<file path="src/rtl/onewire_reset_sequencer.sv">
// Master-side 1-Wire reset/presence sequencer.
// Drives the reset pulse, hands the bus to the presence-wait stage, captures
// its verdict (or times out), then enforces the recovery slot before done.
// Optional build macro: ONEWIRE_BUS_SHORT_CHECK_EN adds a 1-tick CHECK state
// that samples the bus before the reset pulse and aborts on a shorted line.
module onewire_reset_sequencer #(
    parameter int CLK_DIV         = 1,
    parameter int RESET_LOW_US    = 480,
    parameter int PRES_TIMEOUT_US = 120,
    parameter int RECOVERY_US     = 394
) (
    input  logic clk,
    input  logic rst_n,
    input  logic start,
    input  logic bus,
    output logic master_pull_low,
    output logic en_wait_precence,
    input  logic done_wait_precence,
    input  logic found_precence,
    output logic busy,
    output logic done,
    output logic presence,
    output logic error
);

    localparam int PW = (CLK_DIV > 1) ? $clog2(CLK_DIV) : 1;

    localparam logic [PW-1:0] PRESC_LAST = PW'(CLK_DIV - 1);
    localparam logic [9:0]    LOAD_RST   = 10'(RESET_LOW_US);
    localparam logic [9:0]    LOAD_PRES  = 10'(PRES_TIMEOUT_US);
    localparam logic [9:0]    LOAD_REC   = 10'(RECOVERY_US);

`ifdef ONEWIRE_BUS_SHORT_CHECK_EN
    typedef enum logic [2:0] {
        S_IDLE,
        S_CHECK,
        S_RST_LOW,
        S_WAIT_PRES,
        S_RECOVER
    } state_t;
`else
    typedef enum logic [2:0] {
        S_IDLE,
        S_RST_LOW,
        S_WAIT_PRES,
        S_RECOVER
    } state_t;

    // Line level is only needed by the short check.
    logic unused_bus;
    assign unused_bus = bus;
`endif

    state_t          state;
    logic [PW-1:0]   presc;
    logic [9:0]      us_cnt;
    logic            done_wait_q;
    logic            tick;
    logic            done_edge;

    assign tick      = (presc == PRESC_LAST);
    assign done_edge = done_wait_precence && !done_wait_q;

    // Sequencer FSM with prescaler, us counter and registered outputs.
    // The prescaler is also cleared when the presence edge ends WAIT_PRES
    // off-tick, so the recovery slot always spans whole ticks.
    always_ff @(posedge clk or negedge rst_n) begin
        if (!rst_n) begin
            state            <= S_IDLE;
            presc            <= '0;
            us_cnt           <= '0;
            done_wait_q      <= 1'b0;
            master_pull_low  <= 1'b0;
            en_wait_precence <= 1'b0;
            busy             <= 1'b0;
            done             <= 1'b0;
            presence         <= 1'b0;
            error            <= 1'b0;
        end else begin
            done        <= 1'b0;
            done_wait_q <= done_wait_precence;
            if (state == S_IDLE || tick) begin
                presc <= '0;
            end else begin
                presc <= presc + 1'b1;
            end

            case (state)
                S_IDLE: begin
                    if (start && !done) begin
                        busy     <= 1'b1;
                        presence <= 1'b0;
                        error    <= 1'b0;
                        presc    <= '0;
`ifdef ONEWIRE_BUS_SHORT_CHECK_EN
                        state    <= S_CHECK;
                        us_cnt   <= 10'd1;
`else
                        state           <= S_RST_LOW;
                        master_pull_low <= 1'b1;
                        us_cnt          <= LOAD_RST;
`endif
                    end
                end

`ifdef ONEWIRE_BUS_SHORT_CHECK_EN
                S_CHECK: begin
                    if (tick) begin
                        if (bus) begin
                            state           <= S_RST_LOW;
                            master_pull_low <= 1'b1;
                            us_cnt          <= LOAD_RST;
                        end else begin
                            error    <= 1'b1;
                            presence <= 1'b0;
                            done     <= 1'b1;
                            busy     <= 1'b0;
                            state    <= S_IDLE;
                        end
                    end
                end
`endif

                S_RST_LOW: begin
                    if (tick) begin
                        if (us_cnt == 10'd1) begin
                            master_pull_low  <= 1'b0;
                            en_wait_precence <= 1'b1;
                            state            <= S_WAIT_PRES;
                            us_cnt           <= LOAD_PRES;
                        end else begin
                            us_cnt <= us_cnt - 10'd1;
                        end
                    end
                end

                S_WAIT_PRES: begin
                    // Edge takes priority over a coincident timeout.
                    if (done_edge) begin
                        presence         <= found_precence;
                        en_wait_precence <= 1'b0;
                        state            <= S_RECOVER;
                        us_cnt           <= LOAD_REC;
                        presc            <= '0;
                    end else if (tick) begin
                        if (us_cnt == 10'd1) begin
                            en_wait_precence <= 1'b0;
                            presence         <= 1'b0;
                            error            <= 1'b1;
                            state            <= S_RECOVER;
                            us_cnt           <= LOAD_REC;
                        end else begin
                            us_cnt <= us_cnt - 10'd1;
                        end
                    end
                end

                S_RECOVER: begin
                    if (tick) begin
                        if (us_cnt == 10'd1) begin
                            done  <= 1'b1;
                            busy  <= 1'b0;
                            state <= S_IDLE;
                        end else begin
                            us_cnt <= us_cnt - 10'd1;
                        end
                    end
                end

                default: begin
                    state            <= S_IDLE;
                    master_pull_low  <= 1'b0;
                    en_wait_precence <= 1'b0;
                    busy             <= 1'b0;
                end
            endcase
        end
    end

endmodule
</file>
<file path="config.mk">
export PLATFORM = sky130hd
export DESIGN_NAME = onewire_reset_sequencer
export DESIGN_NICKNAME = d
export VERILOG_FILES = /design/src/rtl/onewire_reset_sequencer.sv
export SDC_FILE = /design/constraint.sdc
export NUM_CORES = 1
export LEC_CHECK = 0
export CAP_MARGIN = 20
export CORE_MARGIN = 2
export CORE_UTILIZATION = 56
export CTS_BUF_LIST = sky130_fd_sc_hd__clkbuf_16
export CTS_CLUSTER_DIAMETER = 150
export DETAILED_ROUTE_END_ITERATION = 7
export PLACE_DENSITY = 0.79
export SLEW_MARGIN = 30
export SYNTH_ARGS = -nofsm -noshare
export SYNTH_HDL_FRONTEND = slang
export SYNTH_SLANG_ARGS = --single-unit
</file>
<file path="constraint.sdc">
create_clock -name clk -period 2.6 [get_ports clk]
set_clock_uncertainty 0.1 [all_clocks]
set_input_delay 0.52 -clock clk [delete_from_list [all_inputs] [get_ports clk]]
set_output_delay 0.52 -clock clk [all_outputs]
set_load 0.005 [all_outputs]
</file>
* Word level (Yosys, flattened, before mapping)
Index checks and enable logic that the tools add are counted.
** Storage, ports and cells
- Bits of input ports :: 6
- Flip-flop bits (word level) :: 21
- Output and inout bits :: 6
- Logic and storage cells :: 88
** Operators by class
- Equal/unequal tests :: 15
- Bitwise gates (word level) :: 4
- Reductions and logical operators :: 18
- Multiplexer cells :: 39
- Add/subtract/negate cells :: 2
** Operator list (count)
- 2-to-1 mux 10 bit :: 8
- case mux 10 bit (4 select lines) :: 1
- 2-to-1 mux 3 bit :: 8
- inequality test 2 bit, second input constant :: 8
- 2-to-1 mux 1 bit :: 15
- case mux 3 bit (4 select lines) :: 1
- AND reduction 4 bit :: 3
- == test 10 x 1 -> 1 bit, second input constant :: 1
- AND reduction 5 bit :: 2
- subtractor 10 x 1 -> 10 bit, second input constant :: 1
- case mux 1 bit (3 select lines) :: 3
- AND reduction 7 bit :: 1
- == test 3 x 2 -> 1 bit, second input constant :: 2
- inequality test 3 bit, second input constant :: 2
- case mux 1 bit (2 select lines) :: 3
- AND reduction 6 bit :: 1
- OR reduction 2 bit :: 3
- inverter 1 bit :: 4
- nonzero test 4 bit :: 1
- == test 3 x 1 -> 1 bit, second input constant :: 1
- zero test 3 bit :: 1
- logical AND 1 bit :: 2
- zero test 1 bit :: 2
- inequality test 2 x 1 -> 1 bit, second input constant :: 1
- 3 further kinds :: 3

* Longest topological paths before layout
Gate-level depths: netlist of the first run.
- Word-level depth :: 5
- Mapped depth :: 9
- Depth with buffers taken out :: 7

* Least setup slack after synthesis of the first run
No wires, ideal clock.
- Path type :: reg-to-reg
- Start :: reg us_cnt[4]
- End :: reg state[1]
- Arrival :: 2130 ps
- Period minus slack after synthesis :: 2355 ps
- Cell stages (with the launch flop) :: 8
- Setup slack :: 245 ps
- Data required time :: 2375 ps
- Library setup time :: 125 ps
- Path buffers :: 2
- Cells stage by stage :: dfrtp_1 -> or4_1 -> buf_2 -> or3_1 -> buf_6 -> a21oi_1 -> o21a_1 -> mux2_2
** On the way
- Cells in the longest elaborated chain, start to end :: 3
- Elaborated cells between the ends (all ways) :: 5
- Classes of those cells :: eq/ne (4); reduce/logical (1)
** RTL lines
- from (decl) :: RTL line 56 : logic [9:0] us_cnt;
- from (signal assigned) :: RTL line 132 : us_cnt <= us_cnt - 10'd1;
- from (signal assigned) :: RTL line 153 : us_cnt <= us_cnt - 10'd1;
- from (signal assigned) :: RTL line 165 : us_cnt <= us_cnt - 10'd1;
- == test 10 x 1 -> 1 bit * :: RTL line 126, 146, 160
- inequality test 3 bit (no source line) or inequality test 2 bit (tied branches)
- AND reduction 7 bit (no source line) *
- to (signal assigned) :: RTL line 129 : state <= S_WAIT_PRES;
- to (signal assigned) :: RTL line 150 : state <= S_RECOVER;
- to (signal assigned) :: RTL line 163 : state <= S_IDLE;
- to (decl) :: RTL line 54 : state_t state;
Every way passes the cells marked *; elsewhere a longest branch is shown, timed or not.
A chain may end at the register's enable or synchronous reset.

* Worst setup path after layout of the first run
- Start :: reg us_cnt[1]
- End :: reg us_cnt[7]
** On the way
- Cells in the longest elaborated chain, start to end :: 5
- Elaborated cells between the ends (all ways) :: 12
- Classes of those cells :: add/sub (1); eq/ne (2); mux (8); reduce/logical (1)
** RTL lines
- subtractor 10 x 1 -> 10 bit or == test 10 x 1 -> 1 bit (tied branches)
- 2-to-1 mux 10 bit :: RTL line 146 : if (us_cnt == 10'd1) begin
- 2-to-1 mux 10 bit :: RTL line 145 : end else if (tick) begin
- 2-to-1 mux 10 bit :: RTL line 139 : if (done_edge) begin
- case mux 10 bit (4 select lines) :: RTL line 88 : case (state)
Several ways; a longest one is shown, not always the timed one. The select of a mux whose other input is x is not followed.

==> results of run 1 <==
## critical path, delay by kind of cell (launching register included)
family / cells / cell delay [ns]
and+or+nand+nor: 3 / 0.89
adders and majority gates: 1 / 0.13
buffers and inverters: 2 / 0.28
DFF: 1 / 0.41
AOI/OAI and AO/OA: 2 / 0.61
## metal layers
| metal | part of all wire | vias up |
|---|---|---|
| li1 | - | 561 |
| met1 | 0.42 | 559 |
| met2 | 0.50 | 54 |
| met3 | 0.068 | 5 |
| met4 | 0.013 | 0 |
| met5 | 0 | - |
## state kept, by name, indices dropped and copies added (netlist names)
register,flops
presc,1
presence,1
done,1
done_wait_q,1
us_cnt,10
state,2
error,1
master_pull_low,1
en_wait_precence,1
busy,1
## path summary, 6_finish.rpt
check	end	slack (ns)	cells after the start
worst max register to register	us_cnt[7]$_DFFE_PN0P_	0.13	8
max in group asynchronous	us_cnt[6]$_DFFE_PN0P_	1.68	2
worst max-delay path	us_cnt[7]$_DFFE_PN0P_	0.13	8
worst min register to register	us_cnt[7]$_DFFE_PN0P_	0.41	2
worst min-delay path	us_cnt[7]$_DFFE_PN0P_	0.41	2
min in group asynchronous	error$_DFFE_PN0P_	0.51	2
## power by group through the flow
stage	registers, µW	clock network, µW	logic [µW]
finish	523	318	1230
global route	543	340	1360
CTS	521	323	1190
detailed placement	526	0	1170
global placement	518	0	1130
floorplan	504	0	877
## final cells by class
type	instances	area share
multi-input cells	107	0.475
flip-flops and latches	20	0.322
repair buffers	19	0.108
clock buffers	3	0.0483
well taps	28	0.0225
inverters	9	0.0217
clock inverters	1	0.00241
## through the flow
step / hold slack [ns] / area [µm²] / total power (µW) / setup TNS [ns] / util
2_1_floorplan: 0.124 / 1300 / 1380 / 0 / -
3_3_place_gp: 0.389 / 1460 / 1650 / 0 / 0.662
3_5_place_dp: 0.399 / 1460 / 1700 / 0 / 0.662
4_1_cts: 0.414 / 1540 / 2040 / 0 / 0.697
5_1_grt: 0.449 / 1560 / 2240 / -0.00171 / 0.703
6_report: 0.410 / 1560 / 2070 / 0 / 0.703
## cell families (layout without fill, tap and decap cells)
logic type      count (synthesis)  after routing  share of synthesized area
compound gates                 53             53                      0.282
fa+ha+maj                       8              8                     0.0768
buf+inv                        16             32                     0.0585
flops                          20             20                      0.384
mux                             4              4                     0.0326
other cells                     1              1                    0.00288
simple gates                   41             41                      0.163
## placed cells by master (no fill, tap or decap), drive strengths merged, types with 2 or more instances in the layout
cell type,instances
a21o,4
a21oi,12
a22o,3
a22oi,2
a31oi,3
buf,9
clkbuf,3
clkdlybuf4s50,10
dfrtp,20
ha,8
inv,9
mux2,2
mux2i,2
nand2,10
nand2b,3
nor2,9
nor2b,2
nor3,5
nor4,3
o211ai,2
o21ai,11
o21bai,2
o22ai,3
o41ai,2
or2,2
or3,2
or4,3
==> summary.txt, run 1 <==
Run status
  – Run status: completed

Cells and area
  – FF+latch area: between 500 and 600 µm²
  – Layout area overhead: 19.3%
  – Non-Filler Instances: 187
  – Final #Nets: about 170
  – Multi-input logic area: around 740 µm²
  – Filler Cells Inserted: roughly 180
  – Diodes inserted: 0
  – Layout cells sized above 1: 0.138

Die
  – # rows: 17
  – Die width: approximately 52 µm
  – Core area: 2210 µm²
  – DIE AREA: between 2000 and 3000 µm²
  – Die Y: 52.3 µm
  – Starting Density: 0.589
  – Io pins: 12

Worst setup path
  – WP data arrival: around 2.6 ns
  – Reg2reg start: us_cnt[1]$_DFFE_PN0P_
  – Critical Path End Type: flip-flop
  – Crit. Startpoint: us_cnt[1]$_DFFE_PN0P_
  – CP max stage delay: 0.49 ns
  – Crit path cell chain: inv_1 > ha_1 > or4b_1 > buf_4 > nor3_1 > o21ai_0 > a31o_2 > nand2_1
  – Crit start category: flip-flop
  – Worst Path Required: 2.69 ns
  – Crit path kind: reg2reg
  – Crit Path Max Fanout: 5
  – Slowest cell on crit path: or4b_1

Hold path
  – Hold_sp: us_cnt[7]$_DFFE_PN0P_
  – Hold WC Path Type: reg2reg

CTS
  – CTS tree: yes
  – Post-CTS resize count: 0
  – CTS HTree Levels: 1
  – Skew-Pair Late Insertion Delay: 0.25 ns
  – Clock Path Buffers: 2
  – Clock transition at path regs: 0.05 ns
  – Clock sinks: 20
  – Hold_buf cts: 0
  – CTS Root Buffer Type: clkbuf_16
  – CTS buffer count: 3
  – Postcts setup bufs: 0

Synthesis
  – Sequential-to-total area share from yosys stat: 0.384
  – Yosys cell types: 42
  – Mapped Cells: 143
  – Ys Warns: 0
  – Top-count cell post-synth: dfrtp_1
  – Top-area cell type share of the netlist area: 0.384
  – Top post-synthesis cells by area: dfrtp_1 38%, ha_1 7.7%, a21oi_1 4.6%, o21ai_0 3.5%, nand2_1 2.9%
  – Netlist Area Pre-Place: between 1000 and 1500 µm²
  – Syn avg cell area: 9.12 µm²
  – Synth Net Count: 157
  – Post-synth top flop: dfrtp_1
  – Commonest cells in the synthesized netlist: 20 x dfrtp_1, 12 x a21oi_1, 10 x nand2_1, 9 x inv_1, 9 x o21ai_0
  – Post-synth EDFFs: 0
  – Top cell type by total area after synthesis: dfrtp_1
  – Seq cells post-synth: 20
  – Ys async rst share: 1.00

Power and ir drop
  – Switching Fraction: 0.429
  – Sw Pwr: 886 µW
  – Clock power frac: 0.154
  – Cell leakage power: 0.000684 µW
  – Power Density: 1330 nW/µm²
  – Logic gate share of total power: 0.593
  – Worst vdd ir: 933 µV
  – Internal Pwr Total: 1180 µW
  – Part of the power in registers: 0.253

STA
  – Final setup vio count: 0
  – Final min period: ~2.5 ns
  – Part of the cycle the worst path needs: 0.951
  – Post-route setup slack: 0.127 ns
  – Fin. Hold Viols: 0
  – Fmax: 404 MHz
  – Max Slew Vio Count: 0

Job
  – Max Cap Viol: 0

Placement
  – Detail Placement HPWL: around 2100 µm
  – Post-Place Cells: 183
  – Final GP Congestion: 0.848
  – Number of port buffers: 10
  – Pre-CTS setup slack: approximately 0.04 ns

Global routing
  – Vias in the first global route: roughly 1,200
  – Antenna violations before repair: 0
  – Largest net degree at the start of global routing: 21
  – Met1 Track Usage GR: 0.324
  – Met3 GRT Util: 0.0543
  – Global-route usage over all layers: 0.259
  – Grt total ovfl: 0
  – First-pass GRT wire length: 5170 µm
  – Grt peak-use layer: met2
  – Met2 usage: 0.424

Drt
  – Wire per inst: approximately 16 µm
  – Vias: 1,179
  – Vias per cell: 6.30
  – DRT Wirelength: about 3000 µm
  – Drt first pass iters: 4
  – Initial DRC count: 40
  – DRC viols: 0
  – Antenna Violating Nets Remaining: 0
Note: power is estimated with default switching activity, not from simulation.
==> inputs of run 2 (changes only) <==
--- a/config.mk
+++ b/config.mk
@@ -7,11 +7,12 @@
 export LEC_CHECK = 0
 export CAP_MARGIN = 20
 export CORE_MARGIN = 2
-export CORE_UTILIZATION = 56
+export CORE_UTILIZATION = 60
 export CTS_BUF_LIST = sky130_fd_sc_hd__clkbuf_16
 export CTS_CLUSTER_DIAMETER = 150
 export DETAILED_ROUTE_END_ITERATION = 7
-export PLACE_DENSITY = 0.79
+export DONT_BUFFER_PORTS = 1
+export PLACE_DENSITY = 0.77
 export SLEW_MARGIN = 30
 export SYNTH_ARGS = -nofsm -noshare
 export SYNTH_HDL_FRONTEND = slang
==> summary.txt, run 2 (synthesis gave the netlist of run 1 again) <==
Placement
  – Number of port buffers: 0
  – Detail Placement HPWL: 2110 µm
  – Final GP Congestion: just under 0.9
  – Placed Area: 1350 µm²

Hold path
  – Hold WC Path Type: in2async

Power and ir drop
  – Clock power frac: 0.154
  – Part of the power in registers: 0.265
  – Switching Fraction: 0.438
  – Cell leakage power: 0.000637 µW
  – Worst vdd ir: 761 µV
  – Power Density: about 1400 nW/µm²
  – Overall power: 2000 µW
  – Logic gate share of total power: 0.580
  – Sw Pwr: 875 µW
  – Internal Pwr Total: 1120 µW

CTS
  – Clock transition at path regs: 0.05 ns
  – Clock Path Buffers: 2
  – CTS HTree Levels: 1
  – CTS Root Buffer Type: clkbuf_16
  – Skew-Pair Late Insertion Delay: 0.25 ns
  – Postcts setup bufs: 0
  – CTS tree: yes
  – CTS buffer count: 3
  – Clock sinks: 20

Global routing
  – Global-route usage over all layers: 0.253
  – Largest net degree at the start of global routing: 21
  – Vias in the first global route: 1,069
  – First-pass GRT wire length: 4810 µm
  – Grt total ovfl: 0
  – Antenna violations before repair: 0

Drt
  – Wire per inst: 16.8 µm
  – DRT Wirelength: 2920 µm
  – Vias: about 1,100
  – Vias per cell: 6.51
  – DRC viols: 0
  – Initial DRC count: 44
  – Drt first pass iters: 4
  – Antenna Violating Nets Remaining: 0

Worst setup path
  – Worst Path Required: 2.65 ns
  – Crit start category: flip-flop
  – Slowest cell on crit path: or3_1
  – Reg2reg start: us_cnt[1]$_DFFE_PN0P_
  – Crit Path Max Fanout: 12
  – Crit path cell chain: inv_1 > ha_1 > or4b_1 > or3_1 > a22oi_4 > nor2_2 > a221oi_2
  – WP data arrival: 2.54 ns
  – Crit path kind: reg2reg
  – Crit. Startpoint: us_cnt[1]$_DFFE_PN0P_
  – CP max stage delay: 0.48 ns
  – Critical Path End Type: flip-flop

Cells and area
  – Biggest regs: us_cnt: 10 flops, state: 2 flops
  – Final #Nets: about 160
  – Layout cells sized above 1: 0.136
  – Commonest cells after routing, fill and taps aside: 20 x dfrtp_1, 12 x a21oi_1, 10 x nand2_1
  – Multi-input logic area: 732 µm²
  – Commonest non-fill, non-tap cell in the layout: dfrtp_1
  – Fin area: 1430 µm²
  – Max reg flops: 10
  – Layout area overhead: 9.88%
  – Util after Layout: 0.716
  – Top reg by flops: us_cnt
  – Filler Cells Inserted: 155
  – FF+latch area: roughly 500 µm²
  – Diodes inserted: 0

Die
  – # rows: 16
  – DIE AREA: 2560 µm²
  – Core area: 2000 µm²
  – Io pins: 12
  – Starting Density: 0.651
  – Die Y: 50.6 µm
  – Die width: 50.6 µm

STA
  – Fin. Hold Viols: 0
  – Max_slew headroom: 0.490
  – Final setup vio count: 0
  – RSZ-0062 raised after global routing: no
  – Fmax: 402 MHz
  – Part of the cycle the worst path needs: 0.956
  – Sum Neg Setup Slack: 0 ns
  – Worst Tran Pin Value: roughly 0.76 ns
  – Final min period: 2.49 ns
  – Max Slew Vio Count: 0

Job
  – Max Cap Viol: 0

Run status
  – Run status: completed
## run 2: cell count changes in the layout (fill, tap and decap cells not counted), sizes merged
| cell | change |
|---|---|
| clkinv | -1 |
| clkdlybuf4s50 | -10 |
| buf | -1 |
## run 2: power by group through the flow
stage | logic, µW | registers (µW) | clock network, µW
finish | 1160 | 530 | 309
global route | 1260 | 545 | 327
CTS | 1130 | 527 | 314
detailed placement | 1110 | 532 | 0
global placement | 1070 | 523 | 0
floorplan | 877 | 504 | 0
## run 2: metrics by stage
| stage | hold WS [ns] | worst slack (ns) | instances |
|---|---|---|---|
| 6_report | 0.106 | 0.115 | 174 |
| 5_1_grt | 0.155 | 0.00675 | 174 |
| 4_1_cts | 0.195 | 0.0957 | 174 |
| 3_5_place_dp | 0.125 | 0.141 | 170 |
| 3_3_place_gp | 0.125 | 0.198 | 170 |
| 2_1_floorplan | 0.124 | 0.245 | 143 |
## run 2: cell type report
cell class | instances | share of cell area
multi-input cells | 107 | 0.511
flip-flops and latches | 20 | 0.349
clock buffers | 3 | 0.0524
repair buffers | 8 | 0.0402
inverters | 9 | 0.0236
well taps | 27 | 0.0236
## run 2: critical path: cells and delay by family (launching register included)
kind / cells / cell delay [ns]
AND/OR/NAND/NOR: 3 / 1.05
buffers and inverters: 1 / 0.10
adder cells (fa/ha/maj): 1 / 0.13
AO/OA/AOI/OAI: 2 / 0.60
flip-flops: 1 / 0.40
## run 2: layer usage
metal  global-route usage  share of wire  up-vias  wire length, µm
met5                    0              0        -                0
met4                0.140          0.022        0               65
met3               0.0417          0.072        8              210
met2                0.404           0.47       51             1370
met1                0.324           0.43      536             1270
li1                     -              -      538                -
## run 2: path summary, 6_finish.rpt
check | endpoint | slack (ns) | cells after the start
max | us_cnt[6]$_DFFE_PN0P_ | 0.11 | 7
min | presence$_DFFE_PN0P_ | 0.11 | 1
max reg2reg | us_cnt[6]$_DFFE_PN0P_ | 0.11 | 7
min reg2reg | us_cnt[7]$_DFFE_PN0P_ | 0.43 | 2
max in group asynchronous | master_pull_low$_DFFE_PN0P_ | 2.00 | 1
min in group clk | done_wait_q$_DFF_PN0_ | 0.20 | 0
## run 2: repair_timing
| action | 4_1_cts | 5_1_grt |
|---|---|---|
| gates resized for setup | 0 | 1 |
| endpoints found under the setup margin | 0 | 2 |
| endpoints found under the hold margin | 20 | 0 |
| hold buffers | 1 | 0 |
